**src/rtl/timer_digits_pkg.sv**
```systemverilog
// Shared widths, constants and FSM state type for the M:SS digit converter.
package timer_pkg;
  localparam int TIME_W       = 10;
  localparam int SECS_PER_MIN = 60;
  localparam int BCD_W        = 4;
  localparam int DIGIT_SHIFTS = 6;
  localparam int BIN_W        = 6;
  localparam int QUO_W        = 5;
  localparam int SHIFT_W      = 3;
  localparam int BCD_PAIR_W   = 2 * BCD_W;

  typedef enum logic [1:0] {IDLE, DIV, BCD, OUT} t_digits_state;
endpackage

```
**src/rtl/timer_digits_if.sv**
```systemverilog
// Timer-side inputs and HUD-side digit/status outputs of timer_digits.
interface timer_digits_if;
  import timer_pkg::*;

  logic [TIME_W-1:0] time_in;
  logic              timer_done_in;
  logic [BCD_W-1:0]  min_tens_out;
  logic [BCD_W-1:0]  min_ones_out;
  logic [BCD_W-1:0]  sec_tens_out;
  logic [BCD_W-1:0]  sec_ones_out;
  logic              digits_valid_out;
  logic              busy_out;
  logic              low_time_out;
  logic              game_over_out;
  logic              flash_out;

  modport master (
    output time_in, timer_done_in,
    input  min_tens_out, min_ones_out, sec_tens_out, sec_ones_out,
    input  digits_valid_out, busy_out, low_time_out, game_over_out, flash_out
  );

  modport slave (
    input  time_in, timer_done_in,
    output min_tens_out, min_ones_out, sec_tens_out, sec_ones_out,
    output digits_valid_out, busy_out, low_time_out, game_over_out, flash_out
  );
endinterface

```
**src/rtl/timer_digits_bcd_shift_step.sv**
```systemverilog
// One double-dabble step: add 3 to BCD nibbles >= 5, then shift {bcd, bin} left by one.
module bcd_shift_step
  import timer_pkg::*;
(
  input  logic [BIN_W-1:0]      bin_in,
  input  logic [BCD_PAIR_W-1:0] bcd_in,
  output logic [BIN_W-1:0]      bin_out,
  output logic [BCD_PAIR_W-1:0] bcd_out
);
  logic [BCD_PAIR_W-1:0] adj;

  always_comb begin
    adj = bcd_in;
    if (adj[3:0] >= 4'd5) adj[3:0] = adj[3:0] + 4'd3;
    if (adj[7:4] >= 4'd5) adj[7:4] = adj[7:4] + 4'd3;
    {bcd_out, bin_out} = {adj[BCD_PAIR_W-2:0], bin_in, 1'b0};
  end
endmodule

```
**src/rtl/timer_digits.sv**
```systemverilog
// Seconds -> M:SS BCD converter (sequential divide by 60, then double-dabble).
// Optional blinking warning output enabled by defining TIMER_DIGITS_FLASH_EN.
//
// state | meaning
// IDLE  | waiting for a new time value (or the forced post-reset conversion)
// DIV   | repeated subtraction of 60, one step per cycle
// BCD   | six parallel double-dabble shifts for minutes and seconds
// OUT   | publish digits, low-time flag and valid pulse
module timer_digits
  import timer_pkg::*;
#(
  parameter int LOW_TIME_SECONDS = 10,
  parameter int FLASH_CYCLES     = 50000000
) (
  input  logic           clk_100mhz_in,
  input  logic           rst_in,
  timer_digits_if.slave  bus
);
  t_digits_state         state_q, state_d;
  logic [TIME_W-1:0]     rem_q, rem_d, last_q, last_d;
  logic [QUO_W-1:0]      quo_q, quo_d;
  logic                  pending_q, pending_d, busy_q, busy_d, valid_q, valid_d;
  logic                  low_q, low_d, go_q, go_d;
  logic [2*BCD_PAIR_W-1:0] digits_q, digits_d;
  logic [BIN_W-1:0]      min_bin_q, min_bin_d, sec_bin_q, sec_bin_d;
  logic [BCD_PAIR_W-1:0] min_bcd_q, min_bcd_d, sec_bcd_q, sec_bcd_d;
  logic [SHIFT_W-1:0]    shift_cnt_q, shift_cnt_d;
  logic [BIN_W-1:0]      min_bin_step, sec_bin_step;
  logic [BCD_PAIR_W-1:0] min_bcd_step, sec_bcd_step;

  if (FLASH_CYCLES < 1) begin : g_bad_flash_cycles
    $error("FLASH_CYCLES must be at least 1");
  end

  bcd_shift_step u_min_step (
    .bin_in (min_bin_q), .bcd_in (min_bcd_q),
    .bin_out(min_bin_step), .bcd_out(min_bcd_step)
  );

  bcd_shift_step u_sec_step (
    .bin_in (sec_bin_q), .bcd_in (sec_bcd_q),
    .bin_out(sec_bin_step), .bcd_out(sec_bcd_step)
  );

  always_comb begin
    state_d     = state_q;
    rem_d       = rem_q;
    quo_d       = quo_q;
    last_d      = last_q;
    pending_d   = pending_q;
    busy_d      = busy_q;
    valid_d     = 1'b0;
    low_d       = low_q;
    go_d        = go_q;
    digits_d    = digits_q;
    min_bin_d   = min_bin_q;
    sec_bin_d   = sec_bin_q;
    min_bcd_d   = min_bcd_q;
    sec_bcd_d   = sec_bcd_q;
    shift_cnt_d = shift_cnt_q;
    case (state_q)
      IDLE: begin
        if (pending_q || (bus.time_in != last_q)) begin
          rem_d     = bus.time_in;
          last_d    = bus.time_in;
          quo_d     = '0;
          busy_d    = 1'b1;
          pending_d = 1'b0;
          state_d   = DIV;
        end
      end
      DIV: begin
        if (rem_q >= TIME_W'(SECS_PER_MIN)) begin
          rem_d = rem_q - TIME_W'(SECS_PER_MIN);
          quo_d = quo_q + 1'b1;
        end else begin
          min_bin_d   = BIN_W'(quo_q);
          sec_bin_d   = rem_q[BIN_W-1:0];
          min_bcd_d   = '0;
          sec_bcd_d   = '0;
          shift_cnt_d = SHIFT_W'(DIGIT_SHIFTS - 1);
          state_d     = BCD;
        end
      end
      BCD: begin
        min_bin_d = min_bin_step;
        sec_bin_d = sec_bin_step;
        min_bcd_d = min_bcd_step;
        sec_bcd_d = sec_bcd_step;
        if (shift_cnt_q == '0) state_d = OUT;
        else                   shift_cnt_d = shift_cnt_q - 1'b1;
      end
      OUT: begin
        digits_d = {min_bcd_q, sec_bcd_q};
        valid_d  = 1'b1;
        low_d    = (last_q != '0) && (last_q <= TIME_W'(LOW_TIME_SECONDS));
        busy_d   = 1'b0;
        // A nonzero conversion means the timer was reloaded, so game-over ends.
        if (last_q != '0) go_d = 1'b0;
        state_d  = IDLE;
      end
      default: state_d = IDLE;
    endcase
    if (bus.timer_done_in) go_d = 1'b1;
  end

  always_ff @(posedge clk_100mhz_in) begin
    if (rst_in) begin
      state_q     <= IDLE;
      rem_q       <= '0;
      quo_q       <= '0;
      last_q      <= '0;
      pending_q   <= 1'b1;
      busy_q      <= 1'b0;
      valid_q     <= 1'b0;
      low_q       <= 1'b0;
      go_q        <= 1'b0;
      digits_q    <= '0;
      min_bin_q   <= '0;
      sec_bin_q   <= '0;
      min_bcd_q   <= '0;
      sec_bcd_q   <= '0;
      shift_cnt_q <= '0;
    end else begin
      state_q     <= state_d;
      rem_q       <= rem_d;
      quo_q       <= quo_d;
      last_q      <= last_d;
      pending_q   <= pending_d;
      busy_q      <= busy_d;
      valid_q     <= valid_d;
      low_q       <= low_d;
      go_q        <= go_d;
      digits_q    <= digits_d;
      min_bin_q   <= min_bin_d;
      sec_bin_q   <= sec_bin_d;
      min_bcd_q   <= min_bcd_d;
      sec_bcd_q   <= sec_bcd_d;
      shift_cnt_q <= shift_cnt_d;
    end
  end

`ifdef TIMER_DIGITS_FLASH_EN
  localparam int FLASH_W = (FLASH_CYCLES > 1) ? $clog2(FLASH_CYCLES) : 1;
  logic [FLASH_W-1:0] flash_cnt_q, flash_cnt_d;
  logic               flash_q, flash_d;

  always_comb begin
    flash_cnt_d = '0;
    flash_d     = 1'b0;
    if (go_q) begin
      flash_d = 1'b1;
    end else if (low_q) begin
      flash_d = flash_q;
      if (flash_cnt_q == FLASH_W'(FLASH_CYCLES - 1)) flash_d = ~flash_q;
      else                                          flash_cnt_d = flash_cnt_q + 1'b1;
    end
  end

  always_ff @(posedge clk_100mhz_in) begin
    if (rst_in) begin
      flash_cnt_q <= '0;
      flash_q     <= 1'b0;
    end else begin
      flash_cnt_q <= flash_cnt_d;
      flash_q     <= flash_d;
    end
  end

  assign bus.flash_out = flash_q;
`else
  assign bus.flash_out = 1'b0;
`endif

  assign bus.min_tens_out     = digits_q[15:12];
  assign bus.min_ones_out     = digits_q[11:8];
  assign bus.sec_tens_out     = digits_q[7:4];
  assign bus.sec_ones_out     = digits_q[3:0];
  assign bus.digits_valid_out = valid_q;
  assign bus.busy_out         = busy_q;
  assign bus.low_time_out     = low_q;
  assign bus.game_over_out    = go_q;
endmodule

```
**src/flat_wrapper.sv**
```systemverilog
// flat-port wrapper written by rule: the top's interface ports become plain ports
module timer_digits_flat import timer_pkg::*;
#(
  parameter int LOW_TIME_SECONDS = 10,
  parameter int FLASH_CYCLES     = 50000000
)
  (clk_100mhz_in, rst_in, bus_time_in, bus_timer_done_in, bus_min_tens_out, bus_min_ones_out, bus_sec_tens_out, bus_sec_ones_out, bus_digits_valid_out, bus_busy_out, bus_low_time_out, bus_game_over_out, bus_flash_out);
  timer_digits_if bus_i ();
  input  logic clk_100mhz_in;
  input  logic rst_in;
  input wire logic [$bits(bus_i.time_in)-1:0] bus_time_in;
  input wire logic [$bits(bus_i.timer_done_in)-1:0] bus_timer_done_in;
  output wire logic [$bits(bus_i.min_tens_out)-1:0] bus_min_tens_out;
  output wire logic [$bits(bus_i.min_ones_out)-1:0] bus_min_ones_out;
  output wire logic [$bits(bus_i.sec_tens_out)-1:0] bus_sec_tens_out;
  output wire logic [$bits(bus_i.sec_ones_out)-1:0] bus_sec_ones_out;
  output wire logic [$bits(bus_i.digits_valid_out)-1:0] bus_digits_valid_out;
  output wire logic [$bits(bus_i.busy_out)-1:0] bus_busy_out;
  output wire logic [$bits(bus_i.low_time_out)-1:0] bus_low_time_out;
  output wire logic [$bits(bus_i.game_over_out)-1:0] bus_game_over_out;
  output wire logic [$bits(bus_i.flash_out)-1:0] bus_flash_out;
  assign bus_i.time_in = bus_time_in;
  assign bus_i.timer_done_in = bus_timer_done_in;
  assign bus_min_tens_out = bus_i.min_tens_out;
  assign bus_min_ones_out = bus_i.min_ones_out;
  assign bus_sec_tens_out = bus_i.sec_tens_out;
  assign bus_sec_ones_out = bus_i.sec_ones_out;
  assign bus_digits_valid_out = bus_i.digits_valid_out;
  assign bus_busy_out = bus_i.busy_out;
  assign bus_low_time_out = bus_i.low_time_out;
  assign bus_game_over_out = bus_i.game_over_out;
  assign bus_flash_out = bus_i.flash_out;
  timer_digits #(.LOW_TIME_SECONDS(LOW_TIME_SECONDS), .FLASH_CYCLES(FLASH_CYCLES)) u_core (.clk_100mhz_in(clk_100mhz_in), .rst_in(rst_in), .bus(bus_i));
endmodule
```
**config.mk**
```make
export PLATFORM = sky130hd
export DESIGN_NAME = timer_digits_flat
export DESIGN_NICKNAME = d
export VERILOG_FILES = /design/src/rtl/timer_digits_pkg.sv /design/src/rtl/timer_digits_if.sv /design/src/rtl/timer_digits_bcd_shift_step.sv /design/src/rtl/timer_digits.sv /design/src/flat_wrapper.sv
export SDC_FILE = /design/constraint.sdc
export NUM_CORES = 1
export LEC_CHECK = 0
export BUFFER_PORTS_ARGS = -buffer_cell sky130_fd_sc_hd__buf_4
export CAP_MARGIN = 20
export CORE_ASPECT_RATIO = 1.5
export CORE_MARGIN = 3
export CORE_UTILIZATION = 50
export CTS_CLUSTER_SIZE = 40
export DETAILED_ROUTE_END_ITERATION = 7
export PLACE_DENSITY = 0.71
export SETUP_SLACK_MARGIN = 0.5
export SLEW_MARGIN = 5
export SYNTH_ARGS = -nofsm -noshare
export SYNTH_HDL_FRONTEND = slang
export SYNTH_HIERARCHICAL = 1
export SYNTH_SLANG_ARGS = --single-unit
export TNS_END_PERCENT = 20
```
**constraint.sdc**
```tcl
create_clock -name clk_100mhz_in -period 1.9 [get_ports clk_100mhz_in]
set_input_delay 0.38 -clock clk_100mhz_in [delete_from_list [all_inputs] [get_ports clk_100mhz_in]]
set_output_delay 0.38 -clock clk_100mhz_in [all_outputs]
set_load 0.1 [all_outputs]
```
Word-level counts from Yosys, hierarchy flattened

Index checks and enable logic that the tools add are counted.

Muxes and demuxes: 30
$lt $le $gt $ge: 6
Add/sub/neg operators: 7
Reductions and logical operators: 17
Equal/unequal tests: 9

Operators with widths:

| cell                  | number |
|---|---|
| $pmux 8 s2            | 2 |
| $pmux 6 s2            | 2 |
| $mux 10               | 2 |
| $pmux 10 s2           | 1 |
| $ge 4x3->1 const B    | 4 |
| $mux 3                | 4 |
| $mux 6                | 2 |
| $ge 10x6->1 const B   | 1 |
| $le 10x4->1 const B   | 1 |
| $mux 5                | 2 |
| $ne 10x10->1          | 1 |
| $pmux 5 s2            | 1 |
| $reduce_bool 10->1    | 1 |
| $reduce_bool 2->1     | 5 |
| $sub 10x6->10 const B | 1 |
| $reduce_and 3->1      | 3 |
| $add 4x2->4 const B   | 2 |
| $mux 4                | 2 |
| $mux 8                | 1 |
| $pmux 2 s4            | 1 |
| $reduce_and 2->1      | 4 |
| $add 3x2->3 const B   | 2 |
| $mux 2                | 3 |
| $ne 2x1->1 const B    | 3 |
| other kinds (12)      | 18 |

Input bits: 13
Output and inout bits: 21
Flip-flop bits (word level): 79
Word-level logic and storage cells: 84

Logic depth before layout (Yosys ltp)

Gate-level depths: netlist of the first run.

Word-level depth: 4
Depth in mapped cells: 9
Depth with buffers taken out: 7

Cells and area by module

Netlist of the first run, hierarchy kept.

By module, submodules not included:

| module         | sequential area each (um2) | area each (um2) | times used | cells each |
|---|---|---|---|---|
| timer_digits   | 1581.5                     | 3492.1          | 1          | 378 |
| bcd_shift_step | 0.0                        | 239.0           | 2          | 36 |

Worst setup path after synthesis of the first run

Ideal clock, no wire load.

Path type: flip-flop to flip-flop
Start: register u_core.state_q[1]
End: register u_core.quo_q[2]
Required time: 1.772 ns
Arrival time: 1.707 ns
Library setup time: 0.128 ns
Slack: 0.064 ns
Clock period less this slack: 1.836 ns
Buffers on the path: 2
Stages on the path, launching flop included: 10
Cell sequence: dfxtp_1 > inv_1 > ha_1 > clkbuf_1 > nor2_1 > a31oi_1 > buf_2 > o21ai_1 > o211ai_1 > o41ai_1

Word-level cells in the longest chain between the ends: 3
Elaborated cells between the ends (all ways): 7
Classes of those cells: 3 x eq/ne; 1 x mux; 3 x reduce/logical

Ends and longest elaborated chain:

| item                                                                    | RTL line            | text |
|---|---|---|
| start, declared                                                         | timer_digits.sv:19  | `t_digits_state state_q, state_d;` |
| start signal, assigned                                                  | timer_digits.sv:125 | `state_q <= state_d;` |
| $eq 2x1->1 / $logic_not 2->1 (equally long branches)                    | timer_digits.sv:61  | `case (state_q)` |
| $ne 2x1->1 (no source line) / $reduce_bool 2->1 (equally long branches) | n/a                 |  |
| $reduce_and 3->1 (no source line)                                       | n/a                 |  |
| end signal, assigned                                                    | timer_digits.sv:127 | `quo_q <= quo_d;` |
| end, declared                                                           | timer_digits.sv:21  | `logic [QUO_W-1:0] quo_q, quo_d;` |

Several ways; a longest one is shown, not always the timed one.
A chain may end at the register's enable or synchronous reset.

Final worst setup path of the first run

Start: register u_core.state_q[1]
End: register u_core.rem_q[2]

Word-level cells in the longest chain between the ends: 3
Elaborated cells between the ends (all ways): 7
Classes of those cells: 3 x eq/ne; 1 x mux; 3 x reduce/logical

Ends and longest elaborated chain:

| item                                                                    | RTL line            | text |
|---|---|---|
| $eq 2x1->1 / $logic_not 2->1 (equally long branches)                    | timer_digits.sv:61  |  |
| $ne 2x1->1 (no source line) / $reduce_bool 2->1 (equally long branches) | n/a                 |  |
| $reduce_and 3->1 (no source line)                                       | n/a                 |  |
| end signal, assigned                                                    | timer_digits.sv:126 | `rem_q <= rem_d;` |
| end, declared                                                           | timer_digits.sv:20  | `logic [TIME_W-1:0] rem_q, rem_d, last_q, last_d;` |

Several ways; a longest one is shown, not always the timed one.

==> metrics.md, run 1 <==
| Metric | Value |
|---|---|
| Status | `completed` |
| Total power | `7.948 mW` |
| Clock tree from TritonCTS | `yes` |
| Max-cap viol count | `0` |
| Mapped Area | `0.003970 mm²` |
| Fmax | `578.3 MHz` |
| PortBufs | `32` |
| CTS Buf Count | `9` |
| CTS clk-pin slew, worst paths | `0.06 ns` |
| Final setup viols | `0` |
| Hold_sp | `bus_timer_done_in` |
| Synth unique cells | `49` |
| Reg2Reg Depth | `6` |
| Largest fanout on the critical path | `18` |
| Area contributors post-synth | `dfxtp_1 40%, mux2i_1 11%, nor2_1 6.6%` |
| Via Count | `3357` |
| Routed Antenna Nets | `0` |
| WL final | `9.330 mm` |
| Grt total ovfl | `0` |
| Detailed Routing Iterations Pass 1 | `5` |
| Yosys top cell area share | `39.84%` |
| Initial antenna violation count | `0` |
| R2R Setup Slk | `0.17 ns` |
| Yosys reg bits | `79` |
| # hold bufs at CTS | `0` |
| Reg2reg start | `u_core/state_q[1]$_SDFFE_PP0P_` |
| WP data arrival | `1.98 ns` |
| Initial core utilization | `51.82%` |
| Post-synthesis xor/xnor area fraction | `3.089%` |
| GP Congestion | `0.9160` |
| Hold path endpoint | `u_core/bus.game_over_out$_SDFFE_PP0P_` |
| RSZ-0062 raised after global routing | `true` |
| Most used DFF post-synth | `dfxtp_1` |
| Pwr per Cell Area | `1569 mW/mm²` |
| Clk Latency, worst-skew pair | `0.33 ns` |
| I/O pin cnt | `34` |
| Startpoint type of the worst setup path | `flop` |
| Cells after DPL | `558` |
| Post-Syn Instances | `450` |
| Layout cells sized above 1 | `27.16%` |
| Mapped Nets | `479` |
| Clock Skews | `0.008301 ns` |
| Ant diodes | `0` |
| Rows | `39` |
| Hold path depth | `3` |
| Vias in the first global route | `3173` |
| Filler-free cell count of the finished design | `588` |
| Final Slew Violations | `0` |
| Pleak | `2.004 nW` |
| Die footprint | `0.009067 mm²` |
| Worst R2R End | `u_core/rem_q[2]$_SDFFE_PP0P_` |
| Final TNS setup | `0 ns` |
| Post-Synth Simple-Gate Area | `16.80%` |
| Drt wl/cell | `15.87 µm` |
| Min Tclk post-route | `1.729 ns` |
| Pin count of the biggest net entering global routing | `55` |
| Main combinational cell family by area after synthesis | `simple AND/OR/NAND/NOR gates` |
| Synth Area in Compound Gates | `16.45%` |
| Chip width | `78.76 µm` |
| Total GRT Usage | `20.71%` |
| # DRC | `0` |
| Core ar. | `0.007661 mm²` |
| Die H | `115.1 µm` |
| Clock Path Buffers | `2` |
| Setup crit end kind | `flop` |
| Sink Count | `79` |
| Worst EP required | `2.15 ns` |
| Ys Warns | `6` |
| First-pass GRT wire length | `14.75 mm` |
| Vias/cell | `5.709` |
| Mux cell area share after synthesis | `11.09%` |
| Sequential fraction of the synthesis area | `39.84%` |
| Adder-cell share of the synthesized area | `5.043%` |
| Fin crit share | `91.01%` |
| Starting DRT DRC Count | `199` |
| Largest area contributor in the netlist | `dfxtp_1` |
| Number of synthesized flops with an enable pin | `0` |
| Hold Crit Class | `in -> reg` |
| Area growth syn-to-layout | `27.58%` |
| Final nets | `510` |
| CP Class | `reg -> reg` |
| HPWL after detailed placement | `5.914 mm` |
| Maximum vdd drop | `805.5 µV` |
| Mapped Avg Cell Area | `8.822 µm²` |
| Post-synth ARST share | `0%` |
| Root Buffer | `clkbuf_16` |
| Final Hold Fails | `0` |
| Htree depth | `3` |
-- metal layers --
metal	global-route usage, %	share of wire [%]	up-vias
li1	-	-	1623
met1	23.42	40	1613
met2	36.07	52	94
met3	3.997	4.1	27
met4	11.90	3.8	0
met5	0	0	-
-- Yosys cell counts (all sizes together) (4+ instances only) --
cell type  number
a211oi         13
a21oi          20
a22oi          17
a31oi           5
and3            4
buf            24
clkbuf         16
dfxtp          79
ha             16
inv            16
mux2i          44
nand2          30
nand2b          7
nand3           7
nand4           5
nor2           70
nor3            6
nor4            4
o211ai          5
o21ai          18
o31ai           4
xnor2           4
xor2           10
-- timing repair --
action,CTS,global route
gates resized for setup,39,12
endpoints found under the setup margin,53,69
setup buffers,6,2
gates cloned,3,3
pin swaps,11,10
-- stage by stage --
step	hold WS, ns	cell area [µm²]	setup slack, ns	util, %
floorplan	0.4367	4039	0.2729	-
global placement	0.4556	4315	0.08630	56.33
detailed placement	0.4655	4315	0.05038	56.33
CTS	0.2601	4930	0.2076	64.35
global route	0.2808	5065	0.1104	66.11
finish	0.2680	5065	0.1708	66.11
-- layout make-up --
cell class | count | area, µm²
inverters | 17 | 65.06
repair buffers | 59 | 611.8
clock buffers | 14 | 274.0
flip-flops and latches | 79 | 1602
multi-input cells | 315 | 2347
fillers | 606 | 2596
clock inverters | 2 | 37.54
well taps | 102 | 127.6
-- where the power goes --
part           internal [mW]  total [mW]  switching [mW]
logic                   1.82        3.88            2.06
clock network           1.13        1.75           0.625
registers               2.00        2.32           0.316
total                   4.95        7.95            3.00
-- cell families (layout without fill, tap and decap cells) --
family / Yosys count / after routing
other cells: 3 / 3
compound gates: 95 / 95
buf+inv: 57 / 92
xor+xnor: 14 / 14
fa+ha+maj: 16 / 16
mux: 44 / 44
flops: 79 / 79
simple gates: 142 / 143
-- critical path, stage by stage, from the launching register on --
cell and delay [ns]:
dfxtp_2 0.34, inv_2 0.08, ha_4 0.20, clkinv_2 0.09
buf_4 0.20, or4_1 0.53, a31oi_1 0.21
-- how the worst max path moves through the flow --
stage | slack, ns | startpoint | depth (start not counted) | end
6_report | 0.17 | u_core/state_q[1]$_SDFFE_PP0P_ | 6 | u_core/rem_q[2]$_SDFFE_PP0P_
5_1_grt | 0.11 | u_core/rem_q[3]$_SDFFE_PP0P_ | 7 | u_core/min_bcd_q[0]$_SDFFE_PP0P_
4_1_cts | 0.21 | u_core/last_q[2]$_SDFFE_PP0P_ | 5 | u_core/state_q[0]$_SDFFE_PP0P_
3_5_place_dp | 0.05 | bus_time_in[2] | 6 | u_core/state_q[0]$_SDFFE_PP0P_
3_3_place_gp | 0.09 | bus_time_in[2] | 6 | u_core/state_q[0]$_SDFFE_PP0P_
2_1_floorplan | 0.27 | bus_time_in[2] | 7 | u_core/bus.busy_out$_SDFFE_PP0P_
-- cell usage in the layout (no fill, tap or decap), drive strengths merged, types with 2 or more instances in the layout --
master  count
o31ai       4
nand2      30
xnor2       4
clkbuf     16
nand3       7
nand4       5
conb        3
nor2b       2
a211oi     13
nor4        4
a22oi      17
o211ai      5
a21o        3
ha         16
inv        16
nand2b      7
or4         3
nor2       70
nor3        6
buf        57
a31oi       5
and3        4
a32o        2
mux2i      44
dfxtp      79
and4        3
o41ai       2
a21oi      20
o21ai      18
xor2       10
-- sequential cells by signal, indices dropped and copies added, names as in the netlist, 3 cells and up --
signal / count
u_core/digits_q: 16
u_core/last_q: 10
u_core/rem_q: 10
u_core/min_bcd_q: 8
u_core/sec_bcd_q: 8
u_core/min_bin_q: 6
u_core/sec_bin_q: 6
u_core/quo_q: 5
u_core/shift_cnt_q: 3
Note: power is estimated with default switching activity, not from simulation.
==> run 2: changes to the inputs <==
--- a/config.mk
+++ b/config.mk
@@ -13,5 +13,5 @@
 export CTS_CLUSTER_SIZE = 40
 export DETAILED_ROUTE_END_ITERATION = 7
-export PLACE_DENSITY = 0.71
+export PLACE_DENSITY = 0.69
 export SETUP_SLACK_MARGIN = 0.5
 export SLEW_MARGIN = 5
==> constraint.sdc (replaced) <==
create_clock -name clk_100mhz_in -period 1.6 [get_ports clk_100mhz_in]
set_input_delay 0.16 -clock clk_100mhz_in [delete_from_list [all_inputs] [get_ports clk_100mhz_in]]
set_output_delay 0.16 -clock clk_100mhz_in [all_outputs]
set_load 0.1 [all_outputs]
==> run 2 against run 1 <==
Against the previous run:
- the run now ends with setup timing left
- global-route usage is 3.5 points higher
- non-clock buffer count is 45 higher
- clock skew is 0.0022 ns lower
- power is 29% higher
- utilization is 8.9 points higher
- clock power is 6% higher
- combinational power is 45% higher
- sequential power is 18% higher
- routed wire length is 12% higher
- via count is 5.8% higher
- cell area is 13% higher
- highest routed layer unchanged
==> metrics.md, run 2 (synthesis gave the netlist of run 1 again) <==
| Metric | Value |
|---|---|
| Htree depth | `3 (unchanged)` |
| Fill cell count | `510 (was 606)` |
| Clock Path Buffers | `2 (unchanged)` |
| Reg2Reg Depth | `6 (unchanged)` |
| Most common cell after layout, fill and taps aside | `buf_4 (was nor2_1)` |
| Pleak | `2.265 nW (was 2.004 nW)` |
| First-pass GRT wire length | `17.20 mm (was 14.75 mm)` |
| CTS Buf Count | `9 (unchanged)` |
| Final setup viols | `13 (was 0)` |
| Clock tree from TritonCTS | `yes (unchanged)` |
| # hold bufs at CTS | `0 (unchanged)` |
| Filler-free cell count of the finished design | `634 (was 588)` |
| Status | `finished with violations (was completed)` |
| Largest register FFs | `16 (unchanged)` |
| Largest register by flop count | `u_core/digits_q (unchanged)` |
| Multi-input logic area | `0.002551 mm² (was 0.002347 mm²)` |
| Vias in the first global route | `3623 (was 3173)` |
| Met3 usage | `3.762% (was 3.997%)` |
| Maximum vdd drop | `932.9 µV (was 805.5 µV)` |
| Initial antenna violation count | `0 (unchanged)` |
| RSZ-0062 raised after global routing | `true (unchanged)` |
| Reg area | `0.001614 mm² (was 0.001602 mm²)` |
| PortBufs | `32 (unchanged)` |
| Largest fanout on the critical path | `7 (was 18)` |
| Chip width | `78.76 µm (unchanged)` |
| CP peak stage delay | `0.37 ns (was 0.53 ns)` |
| Met1 GRT Util | `26.38% (was 23.42%)` |
| CP bufs+invs | `1 (was 3)` |
| Min Tclk post-route | `1.679 ns (was 1.729 ns)` |
| Setup ws final | `-0.07929 ns (was 0.1708 ns)` |
| Final TNS setup | `-0.4524 ns (was 0 ns)` |
| Final Slew Violations | `0 (unchanged)` |
| Hold Crit Class | `in -> reg (unchanged)` |
| Startpoint type of the worst setup path | `flop (unchanged)` |
| Die footprint | `0.009067 mm² (unchanged)` |
| Via Count | `3552 (was 3357)` |
| CP Class | `reg -> reg (unchanged)` |
| Total GRT Usage | `24.17% (was 20.71%)` |
| Final nets | `556 (was 510)` |
| Max-cap viol count | `0 (unchanged)` |
| Final Hold Fails | `0 (unchanged)` |
| Crit path cell chain | `xor2_4 -> nor4_4 -> buf_4 -> and4_4 -> o21ai_0 -> a31oi_1 (was inv_2 -> ha_4 -> clkinv_2 -> buf_4 -> or4_1 -> a31oi_1)` |
| Area growth syn-to-layout | `44.72% (was 27.58%)` |
| Grt total ovfl | `0 (unchanged)` |
| Clk Latency, worst-skew pair | `0.33 ns (about the same)` |
| Drt wl/cell | `16.48 µm (was 15.87 µm)` |
| Initial core utilization | `51.82% (unchanged)` |
| Delay-heaviest family, CP | `simple AND/OR/NAND/NOR gates (unchanged)` |
| Final hold slack | `0.05778 ns (was 0.2680 ns)` |
| Core ar. | `0.007661 mm² (unchanged)` |
| Critical path depth | `6 (unchanged)` |
| Setup crit end kind | `flop (unchanged)` |
| Layout cells sized above 1 | `40.98% (was 27.16%)` |
| Busiest grt layer | `met2 (unchanged)` |
| Vias/cell | `5.603 (was 5.709)` |
| Starting DRT DRC Count | `176 (was 199)` |
| Top flop regs | `u_core/digits_q x16, u_core/last_q x10, u_core/rem_q x10 (unchanged)` |
| Die H | `115.1 µm (unchanged)` |
| WP data arrival | `1.93 ns (was 1.98 ns)` |
| Most frequent cells in the layout | `63 x buf_4, 62 x nor2_1, 59 x dfxtp_1 (was 70 x nor2_1, 65 x dfxtp_1, 46 x buf_4)` |
| Sink Count | `79 (unchanged)` |
| # DRC | `0 (unchanged)` |
| I/O pin cnt | `34 (unchanged)` |
| Pwr per Cell Area | `1780 mW/mm² (was 1569 mW/mm²)` |
| Pin count of the biggest net entering global routing | `59 (was 55)` |
| WL final | `10.45 mm (was 9.330 mm)` |
| Fin crit share | `105.0% (was 91.01%)` |
| Rows | `39 (unchanged)` |
| Cells after DPL | `597 (was 558)` |
| Hold path depth | `3 (unchanged)` |
| Fmax | `595.5 MHz (was 578.3 MHz)` |
| Post-Place Worst Slack | `-0.1483 ns (was 0.05038 ns)` |
| Worst EP required | `1.85 ns (was 2.15 ns)` |
| Routed Antenna Nets | `0 (unchanged)` |
| HPWL after detailed placement | `6.538 mm (was 5.914 mm)` |
| Detailed Routing Iterations Pass 1 | `4 (was 5)` |
| Root Buffer | `clkbuf_16 (unchanged)` |
| Grt met2 use | `45.26% (was 36.07%)` |
| CTS clk-pin slew, worst paths | `0.06 ns (about the same)` |
| Violations in the final reports | `setup timing` |
| Clock Skews | `0.006144 ns (was 0.008301 ns)` |
| Worst path slowest cell | `dfxtp_4 (was or4_1)` |
| Total power | `10.23 mW (was 7.948 mW)` |
| GP Congestion | `0.8494 (was 0.9160)` |
| Ant diodes | `0 (unchanged)` |
## run 2: changes by cell type in the layout (fill, tap and decap cells not counted), moves of 6 or more
cell      before  now
a211oi_1       5   12
a211oi_2       8    1
a22oi_1       14    0
a22oi_2        3   17
buf_12         5   13
buf_4         46   63
buf_6          3   21
dfxtp_1       65   59
nor2_1        70   62
nor2_2         0    8
## run 2: metrics by stage
step / utilization (%) / area (µm²)
floorplan: - / 4164
global placement: 61.59 / 4718
detailed placement: 61.59 / 4718
CTS: 72.79 / 5577
global route: 75.00 / 5746
finish: 75.00 / 5746
## run 2: what timing repair did
item | CTS | global route
setup buffers | 14 | 2
pin swaps | 56 | 35
cloned | 4 | 1
gates resized for setup | 104 | 34
setup endpoints to repair | 97 | 89
## run 2: power breakdown
part           switching (mW)  internal (mW)
Combinational            2.89           2.75
Sequential              0.354           2.39
Clock                   0.759           1.09
## run 2: worst min-delay path, delay by kind of cell
family / cells / cell delay [ns]
buf+inv: 1 / 0.07
compound gates: 1 / 0.03
simple gates: 1 / 0.09
## run 2: area by class of cell
type / count / share of cell area, %
Inverter: 17 / 1.328
Clock buffer: 13 / 4.355
Sequential cell: 79 / 28.09
Clock inverter: 3 / 0.3267
Multi-Input combinational cell: 316 / 44.40
Tap cell: 102 / 2.221
Timing Repair Buffer: 104 / 19.27
## run 2: final timing paths
kind | slack [ns] | to | start
worst max-delay path | -0.08 | u_core/rem_q[2]$_SDFFE_PP0P_ | u_core/last_q[6]$_SDFFE_PP0P_
worst min-delay path | 0.06 | u_core/bus.game_over_out$_SDFFE_PP0P_ | bus_timer_done_in
worst max register to register | -0.08 | u_core/rem_q[2]$_SDFFE_PP0P_ | u_core/last_q[6]$_SDFFE_PP0P_
worst min register to register | 0.47 | u_core/shift_cnt_q[0]$_SDFFE_PP0P_ | u_core/shift_cnt_q[0]$_SDFFE_PP0P_
## run 2: layer usage
metal  up-vias  part of all wire [%]
met3        24                   3.9
met4         0                   2.7
met5         -                     0
li1       1716                     -
met1      1729                    39
met2        83                    55
